===== src/rtl/adder_share_pkg.sv =====
// Shared types, widths and helpers for the time-shared adder controller.
package adder_share_pkg;

  localparam int DATA_W = 8;

  typedef enum logic [1:0] {
    IDLE = 2'd0,
    EXEC = 2'd1,
    RESP = 2'd2
  } state_t;

  // Round-robin pointer moves to the slot just after the last served requester.
  function automatic int rr_next_ptr(input int id, input int num_req);
    return (id + 1) % num_req;
  endfunction

endpackage


===== src/rtl/adder_share_if.sv =====
// Request/response bundle between the requester cluster and the adder controller.
interface adder_share_if #(
  parameter int NUM_REQ = 4,
  parameter int ID_W    = (NUM_REQ > 1) ? $clog2(NUM_REQ) : 1
);

  logic [NUM_REQ-1:0]                         req_valid_in;
  logic [adder_share_pkg::DATA_W*NUM_REQ-1:0] req_a_in;
  logic [adder_share_pkg::DATA_W*NUM_REQ-1:0] req_b_in;
  logic [NUM_REQ-1:0]                         req_ready_out;
  logic                                       rsp_valid_out;
  logic                                       rsp_ready_in;
  logic [adder_share_pkg::DATA_W-1:0]         rsp_sum_out;
  logic                                       rsp_carry_out;
  logic [ID_W-1:0]                            rsp_id_out;
  logic                                       busy_out;

  // Controller side.
  modport slave (
    input  req_valid_in, req_a_in, req_b_in, rsp_ready_in,
    output req_ready_out, rsp_valid_out, rsp_sum_out, rsp_carry_out,
           rsp_id_out, busy_out
  );

  // Requester / consumer side.
  modport master (
    output req_valid_in, req_a_in, req_b_in, rsp_ready_in,
    input  req_ready_out, rsp_valid_out, rsp_sum_out, rsp_carry_out,
           rsp_id_out, busy_out
  );

endinterface


===== src/rtl/adder_8bit.sv =====
// Plain unsigned 8-bit adder with carry out; the one shared datapath instance.
module adder_8bit
  import adder_share_pkg::*;
(
  input  logic [DATA_W-1:0] a,
  input  logic [DATA_W-1:0] b,
  output logic [DATA_W-1:0] sum,
  output logic              carry
);

  assign {carry, sum} = {1'b0, a} + {1'b0, b};

endmodule


===== src/rtl/adder_share_ctrl_rr_arbiter.sv =====
// Combinational round-robin arbiter: first set request at or above ptr, with wrap.
module rr_arbiter #(
  parameter int NUM_REQ = 4,
  parameter int ID_W    = (NUM_REQ > 1) ? $clog2(NUM_REQ) : 1
) (
  input  logic [NUM_REQ-1:0] req,
  input  logic [ID_W-1:0]    ptr,
  output logic [NUM_REQ-1:0] grant,
  output logic [ID_W-1:0]    grant_idx,
  output logic               grant_vld
);

  // Walk the requesters starting at ptr and take the first one that is asking.
  always_comb begin
    logic [ID_W-1:0] cand;
    grant     = '0;
    grant_idx = '0;
    grant_vld = 1'b0;
    cand      = '0;
    for (int i = 0; i < NUM_REQ; i++) begin
      cand = ID_W'((int'(ptr) + i) % NUM_REQ);
      if (!grant_vld && req[cand]) begin
        grant_vld   = 1'b1;
        grant[cand] = 1'b1;
        grant_idx   = cand;
      end
    end
  end

endmodule


===== src/rtl/adder_share_ctrl.sv =====
// Time-shares one 8-bit adder among NUM_REQ requesters with round-robin grant
// and a valid/ready response channel carrying sum, carry and owner ID.
module adder_share_ctrl
  import adder_share_pkg::*;
#(
  parameter int NUM_REQ = 4,
  parameter int ID_W    = (NUM_REQ > 1) ? $clog2(NUM_REQ) : 1
) (
  input  logic          clk_in,
  input  logic          rst_n_in,
  adder_share_if.slave  bus
);

  state_t              state_q, state_d;
  logic [ID_W-1:0]     ptr_q;
  logic [ID_W-1:0]     id_q;
  logic [DATA_W-1:0]   a_q, b_q;
  logic [NUM_REQ-1:0]  grant;
  logic [ID_W-1:0]     grant_idx;
  logic                grant_vld;
  logic                accept;
  logic                rsp_fire;
  logic [DATA_W-1:0]   add_sum;
  logic                add_carry;
  logic [DATA_W-1:0]   sum_q;
  logic                carry_q;
  logic [ID_W-1:0]     rsp_id_q;
  logic                rsp_valid_q;
  logic                busy_q;

  rr_arbiter #(
    .NUM_REQ (NUM_REQ),
    .ID_W    (ID_W)
  ) u_arb (
    .req       (bus.req_valid_in),
    .ptr       (ptr_q),
    .grant     (grant),
    .grant_idx (grant_idx),
    .grant_vld (grant_vld)
  );

  adder_8bit u_add (
    .a     (a_q),
    .b     (b_q),
    .sum   (add_sum),
    .carry (add_carry)
  );

  assign accept   = (state_q == IDLE) && grant_vld;
  assign rsp_fire = (state_q == RESP) && bus.rsp_ready_in;

  // Grant strobe is only offered in IDLE and is suppressed while reset is held.
  assign bus.req_ready_out = ((state_q == IDLE) && rst_n_in) ? grant : '0;
  assign bus.rsp_valid_out = rsp_valid_q;
  assign bus.rsp_sum_out   = sum_q;
  assign bus.rsp_carry_out = carry_q;
  assign bus.rsp_id_out    = rsp_id_q;
  assign bus.busy_out      = busy_q;

  // Next-state logic: IDLE -> EXEC on grant, EXEC -> RESP, RESP -> IDLE on handshake.
  always_comb begin
    state_d = state_q;
    unique case (state_q)
      IDLE:    if (accept)   state_d = EXEC;
      EXEC:                  state_d = RESP;
      RESP:    if (rsp_fire) state_d = IDLE;
      default:               state_d = IDLE;
    endcase
  end

  // State, rotation pointer and registered status flags.
  always_ff @(posedge clk_in or negedge rst_n_in) begin
    if (!rst_n_in) begin
      state_q     <= IDLE;
      ptr_q       <= '0;
      rsp_valid_q <= 1'b0;
      busy_q      <= 1'b0;
    end else begin
      state_q     <= state_d;
      rsp_valid_q <= (state_d == RESP);
      busy_q      <= (state_d != IDLE);
      if (rsp_fire) begin
        ptr_q <= ID_W'(rr_next_ptr(int'(id_q), NUM_REQ));
      end
    end
  end

  // Operand capture happens only on the grant cycle.
  always_ff @(posedge clk_in or negedge rst_n_in) begin
    if (!rst_n_in) begin
      a_q  <= '0;
      b_q  <= '0;
      id_q <= '0;
    end else if (accept) begin
      a_q  <= bus.req_a_in[DATA_W*int'(grant_idx) +: DATA_W];
      b_q  <= bus.req_b_in[DATA_W*int'(grant_idx) +: DATA_W];
      id_q <= grant_idx;
    end
  end

  // Adder result is registered in EXEC and held through RESP.
  always_ff @(posedge clk_in or negedge rst_n_in) begin
    if (!rst_n_in) begin
      sum_q    <= '0;
      carry_q  <= 1'b0;
      rsp_id_q <= '0;
    end else if (state_q == EXEC) begin
      sum_q    <= add_sum;
      carry_q  <= add_carry;
      rsp_id_q <= id_q;
    end
  end

endmodule

===== src/flat_wrapper.sv =====
// flat-port wrapper written by rule: the top's interface ports become plain ports
module adder_share_ctrl_flat import adder_share_pkg::*;
#(
  parameter int NUM_REQ = 4,
  parameter int ID_W    = (NUM_REQ > 1) ? $clog2(NUM_REQ) : 1
)
  (clk_in, rst_n_in, bus_req_valid_in, bus_req_a_in, bus_req_b_in, bus_rsp_ready_in, bus_req_ready_out, bus_rsp_valid_out, bus_rsp_sum_out, bus_rsp_carry_out, bus_rsp_id_out, bus_busy_out);
  adder_share_if #(.NUM_REQ(NUM_REQ), .ID_W(ID_W)) bus_i ();
  input  logic clk_in;
  input  logic rst_n_in;
  input wire logic [$bits(bus_i.req_valid_in)-1:0] bus_req_valid_in;
  input wire logic [$bits(bus_i.req_a_in)-1:0] bus_req_a_in;
  input wire logic [$bits(bus_i.req_b_in)-1:0] bus_req_b_in;
  input wire logic [$bits(bus_i.rsp_ready_in)-1:0] bus_rsp_ready_in;
  output wire logic [$bits(bus_i.req_ready_out)-1:0] bus_req_ready_out;
  output wire logic [$bits(bus_i.rsp_valid_out)-1:0] bus_rsp_valid_out;
  output wire logic [$bits(bus_i.rsp_sum_out)-1:0] bus_rsp_sum_out;
  output wire logic [$bits(bus_i.rsp_carry_out)-1:0] bus_rsp_carry_out;
  output wire logic [$bits(bus_i.rsp_id_out)-1:0] bus_rsp_id_out;
  output wire logic [$bits(bus_i.busy_out)-1:0] bus_busy_out;
  assign bus_i.req_valid_in = bus_req_valid_in;
  assign bus_i.req_a_in = bus_req_a_in;
  assign bus_i.req_b_in = bus_req_b_in;
  assign bus_i.rsp_ready_in = bus_rsp_ready_in;
  assign bus_req_ready_out = bus_i.req_ready_out;
  assign bus_rsp_valid_out = bus_i.rsp_valid_out;
  assign bus_rsp_sum_out = bus_i.rsp_sum_out;
  assign bus_rsp_carry_out = bus_i.rsp_carry_out;
  assign bus_rsp_id_out = bus_i.rsp_id_out;
  assign bus_busy_out = bus_i.busy_out;
  adder_share_ctrl #(.NUM_REQ(NUM_REQ), .ID_W(ID_W)) u_core (.clk_in(clk_in), .rst_n_in(rst_n_in), .bus(bus_i));
endmodule

===== config.mk =====
export PLATFORM = sky130hd
export DESIGN_NAME = adder_share_ctrl_flat
export DESIGN_NICKNAME = d
export VERILOG_FILES = /design/src/rtl/adder_share_pkg.sv /design/src/rtl/adder_share_if.sv /design/src/rtl/adder_8bit.sv /design/src/rtl/adder_share_ctrl_rr_arbiter.sv /design/src/rtl/adder_share_ctrl.sv /design/src/flat_wrapper.sv
export SDC_FILE = /design/constraint.sdc
export NUM_CORES = 1
export LEC_CHECK = 0
export BUFFER_PORTS_ARGS = -buffer_cell sky130_fd_sc_hd__buf_2
export CAP_MARGIN = 20
export CORE_ASPECT_RATIO = 1.1
export CORE_MARGIN = 1.5
export CORE_UTILIZATION = 35
export DETAILED_ROUTE_END_ITERATION = 8
export PLACE_DENSITY = 0.69
export SYNTH_ARGS = -nofsm -noshare
export SYNTH_HDL_FRONTEND = slang
export SYNTH_SLANG_ARGS = --single-unit

===== constraint.sdc =====
create_clock -name clk_in -period 6.8 [get_ports clk_in]
set_input_delay 0.34 -clock clk_in [delete_from_list [all_inputs] [get_ports clk_in]]
set_output_delay 0.34 -clock clk_in [all_outputs]
set_load 0.02 [all_outputs]

==> run_summary.xml <==
<?xml version="1.0" encoding="UTF-8"?>
<metrics>
  <group name="global_route">
    <metric name="antenna_found_initial" unit="">0</metric>
    <metric name="grt_first_pass_wirelength" unit="um">9030</metric>
    <metric name="busiest_layer" unit="">met2</metric>
    <metric name="overflow" unit="">0</metric>
    <metric name="grt_start_max_net_pins" unit="">37</metric>
    <metric name="groute.layer.met1.usage" unit="%">18.8</metric>
    <metric name="grt_pass1_vias" unit="">1975</metric>
    <metric name="groute.layer.met2.usage" unit="%">24.7</metric>
    <metric name="global_route.usage.met3" unit="%">2.91</metric>
    <metric name="grt_use_total" unit="%">14.6</metric>
  </group>
  <group name="layout">
    <metric name="antenna_cells" unit="">0</metric>
    <metric name="layout_commonest_cell" unit="">buf_2</metric>
    <metric name="multiInputGateArea" unit="um2">1490</metric>
    <metric name="layout.cells.non_filler" unit="">399</metric>
    <metric name="syn_to_final_growth" unit="%">22.9</metric>
    <metric name="drive_above_1_share" unit="%">36.9</metric>
    <metric name="stdcell_area" unit="um2">3040</metric>
    <metric name="layout.cells.most_common_list" unit="">buf_2 (87), mux2i_1 (35), dfrtp_1 (35)</metric>
    <metric name="fill_cells" unit="">640</metric>
    <metric name="sequential_cell_area" unit="um2">876</metric>
    <metric name="design.final.nets" unit="">403</metric>
  </group>
  <group name="timing">
    <metric name="fmaxAchievable" unit="GHz">0.244</metric>
    <metric name="slew_headroom" unit="%">42.7</metric>
    <metric name="timing.final.ws_setup" unit="ns">2.70</metric>
    <metric name="setup_repair_after_global_routing_missed_its_margin" unit="">false</metric>
    <metric name="finalHoldViolations" unit="">0</metric>
    <metric name="final_report_max_slew_violation_count" unit="">0</metric>
    <metric name="post-route-period-util" unit="%">60.3</metric>
    <metric name="fin_tns_setup" unit="ns">0</metric>
    <metric name="clock_skew" unit="ns">0.00685</metric>
    <metric name="final_worst_path_period_need" unit="ns">4.10</metric>
    <metric name="tightestPinTransition" unit="ns">0.860</metric>
    <metric name="timing.final.setup_violations" unit="">0</metric>
  </group>
  <group name="clock_network">
    <metric name="clock_latency" unit="ns">0.29</metric>
    <metric name="ctsLongestPathBuffers" unit="">2</metric>
    <metric name="clk_pin_slew" unit="ns">0.08</metric>
    <metric name="tritoncts" unit="">yes</metric>
    <metric name="tritoncts_num_sinks" unit="">35</metric>
    <metric name="root_buffer" unit="">clkbuf_8</metric>
    <metric name="cts-htree-levels" unit="">2</metric>
    <metric name="cts_repair_resize_count" unit="">0</metric>
    <metric name="tritoncts.num_buffers" unit="">5</metric>
    <metric name="number_of_buffers_inserted_by_post_cts_setup_repair" unit="">0</metric>
    <metric name="cts_hold_repair.buffers" unit="">0</metric>
  </group>
  <group name="worst_setup_path">
    <metric name="reg2regPathDepth" unit="">7</metric>
    <metric name="critical_path_class" unit="">register to register</metric>
    <metric name="critPathArrivalTime" unit="ns">4.24</metric>
    <metric name="critPathCaptureType" unit="">register</metric>
    <metric name="largest_fanout_of_any_net_on_the_critical_path" unit="">22</metric>
    <metric name="cp_data_required_time" unit="ns">6.94</metric>
    <metric name="timing.critical_path.from_type" unit="">register</metric>
  </group>
  <group name="logic_synthesis">
    <metric name="syn_nets" unit="">321</metric>
    <metric name="synth_area_per_cell" unit="um2">10.6</metric>
    <metric name="post_synth_and_or_nand_nor_area_fraction" unit="%">10.4</metric>
    <metric name="synthAdderAreaFrac" unit="%">8.39</metric>
    <metric name="postSynthCellCount" unit="">234</metric>
    <metric name="synth_top_family_by_area" unit="">multiplexers</metric>
    <metric name="ys_async_sr_fraction" unit="%">100</metric>
    <metric name="netlist_area" unit="um2">2470</metric>
    <metric name="total_number_of_yosys_warnings" unit="">0</metric>
    <metric name="synth_seq_cells" unit="">35</metric>
    <metric name="synth.area.mux_share" unit="%">20.2</metric>
    <metric name="synth_edf_count" unit="">0</metric>
    <metric name="xor_xnor_portion_of_the_synthesized_cell_area" unit="%">2.12</metric>
    <metric name="synth_compound_area_share" unit="%">18.7</metric>
    <metric name="netlist-cell-type-count" unit="">43</metric>
    <metric name="synth_flop_cell" unit="">dfrtp_1</metric>
    <metric name="synth-seq-area-share" unit="%">35.4</metric>
  </group>
  <group name="floorplanning">
    <metric name="die_area" unit="um2">7590</metric>
    <metric name="floorplan.die.height" unit="um">91.2</metric>
    <metric name="initial_utilization" unit="%">36.9</metric>
    <metric name="num_io_pins" unit="">88</metric>
    <metric name="die_w" unit="um">83.2</metric>
    <metric name="core" unit="um2">6710</metric>
    <metric name="row_count" unit="">31</metric>
  </group>
  <group name="routing">
    <metric name="drt_first_iter_violations" unit="">73</metric>
    <metric name="via_per_inst" unit="">5.14</metric>
    <metric name="detailroute.via_count" unit="">2051</metric>
    <metric name="ant_nets" unit="">0</metric>
    <metric name="drc" unit="">0</metric>
    <metric name="routed_wl" unit="um">5390</metric>
    <metric name="post_drt_wl_per_cell" unit="um">13.5</metric>
    <metric name="dr.pass1.iters" unit="">5</metric>
  </group>
  <group name="placed_design">
    <metric name="placed_cells" unit="">391</metric>
    <metric name="place_worst_setup_slack" unit="ns">2.67</metric>
    <metric name="portBuffers" unit="">87</metric>
    <metric name="hpwl" unit="um">4190</metric>
    <metric name="postPlaceCellArea" unit="um2">2950</metric>
    <metric name="final_gp_congestion" unit="">0.759</metric>
  </group>
  <group name="min_path">
    <metric name="worst_hold_path_type" unit="">input pin to asynchronous set/reset pin</metric>
  </group>
  <group name="status">
    <metric name="outcome" unit="">finished, final reports clean</metric>
  </group>
  <group name="run">
    <metric name="cap_viol_max_count" unit="">0</metric>
  </group>
  <group name="power">
    <metric name="design_power_total" unit="W">0.00158</metric>
    <metric name="vdd.ir_drop.worst" unit="mV">0.193</metric>
    <metric name="power.density" unit="nW/um2">520</metric>
    <metric name="p_leak" unit="nW">1.52</metric>
  </group>
</metrics>
[where the power goes]
part	leakage [nW]	total [W]	internal (W)	switching (W)
Clock	0.0443	0.000154	0.0000731	0.0000812
Sequential	0.428	0.000396	0.000316	0.0000798
Combinational	1.05	0.00103	0.000451	0.000580
Total	1.52	0.00158	0.000841	0.000741
[cells in the mapped netlist, types with 3 or more instances]
cell type,instances,area (um2)
o221ai_2,8,120
mux2_2,5,56.3
nand2_1,28,105
nand2b_1,3,18.8
nor2_1,12,45.0
a21o_1,3,22.5
xnor2_1,4,35.0
a21oi_1,6,30.0
mux4_2,3,67.6
ha_1,15,188
a221oi_1,4,35.0
a22oi_1,4,30.0
inv_1,9,33.8
dfrtp_1,35,876
buf_4,5,37.5
mux2i_1,35,350
o221ai_1,8,70.1
clkbuf_1,5,18.8
o21ai_0,11,55.1
[layer usage]
layer	vias to the layer above	share of wire [%]
li1	1034	-
met1	938	45
met2	74	48
met3	5	5.1
met4	0	1.3
met5	-	0
[state kept, by name, summed over array words and instances (netlist names)]
signal / cells
u_core.ptr_q: 2
u_core.bus.busy_out: 1
u_core.bus.rsp_valid_out: 1
u_core.id_q: 2
u_core.b_q: 8
u_core.bus.rsp_carry_out: 1
u_core.bus.rsp_sum_out: 8
u_core.a_q: 8
u_core.bus.rsp_id_out: 2
u_core.state_q: 2
[cell families after synthesis]
logic type	after synthesis
buf+inv	22
compound gates	57
simple gates	54
flops	35
xor+xnor	6
fa+ha+maj	16
mux	44
[critical path, cell delays in order, from the launching register on]
cell and delay [ns]:
dfrtp_1 0.72, inv_1 0.20, ha_1 0.43, mux4_2 0.60, or3_4 0.40, o21ai_2 0.65
or2_1 0.68, o221ai_1 0.25
[path summary, 6_finish.rpt]
check	startpoint	to	slack, ns
max	u_core.ptr_q[0]	u_core.a_q[0]	2.70
min	rst_n_in	u_core.bus.rsp_carry_out	0.11
max reg2reg	u_core.ptr_q[0]	u_core.a_q[0]	2.70
min reg2reg	u_core.bus.rsp_sum_out[3]	u_core.bus.rsp_sum_out[3]	0.47
max in group asynchronous	rst_n_in	u_core.a_q[7]	6.20
min in group clk_in	bus_rsp_ready_in	u_core.bus.rsp_valid_out	0.27
[per-stage QoR]
step                      util [%]  hold WS, ns
after floorplan                  -       0.0444
after global placement        43.9        0.454
after detailed placement      43.9        0.460
after CTS                     45.3        0.136
after global routing          45.3        0.181
final                         45.3        0.109
[area by class of cell]
cell class / count / area share [%]
sequential: 35 / 28.8
clock buffer: 5 / 2.26
multi-input combinational: 177 / 49.1
tap: 82 / 3.37
clock inverter: 3 / 0.823
inverter: 9 / 1.11
timing repair buffer: 88 / 14.6
Note: power is estimated with default switching activity, not from simulation.
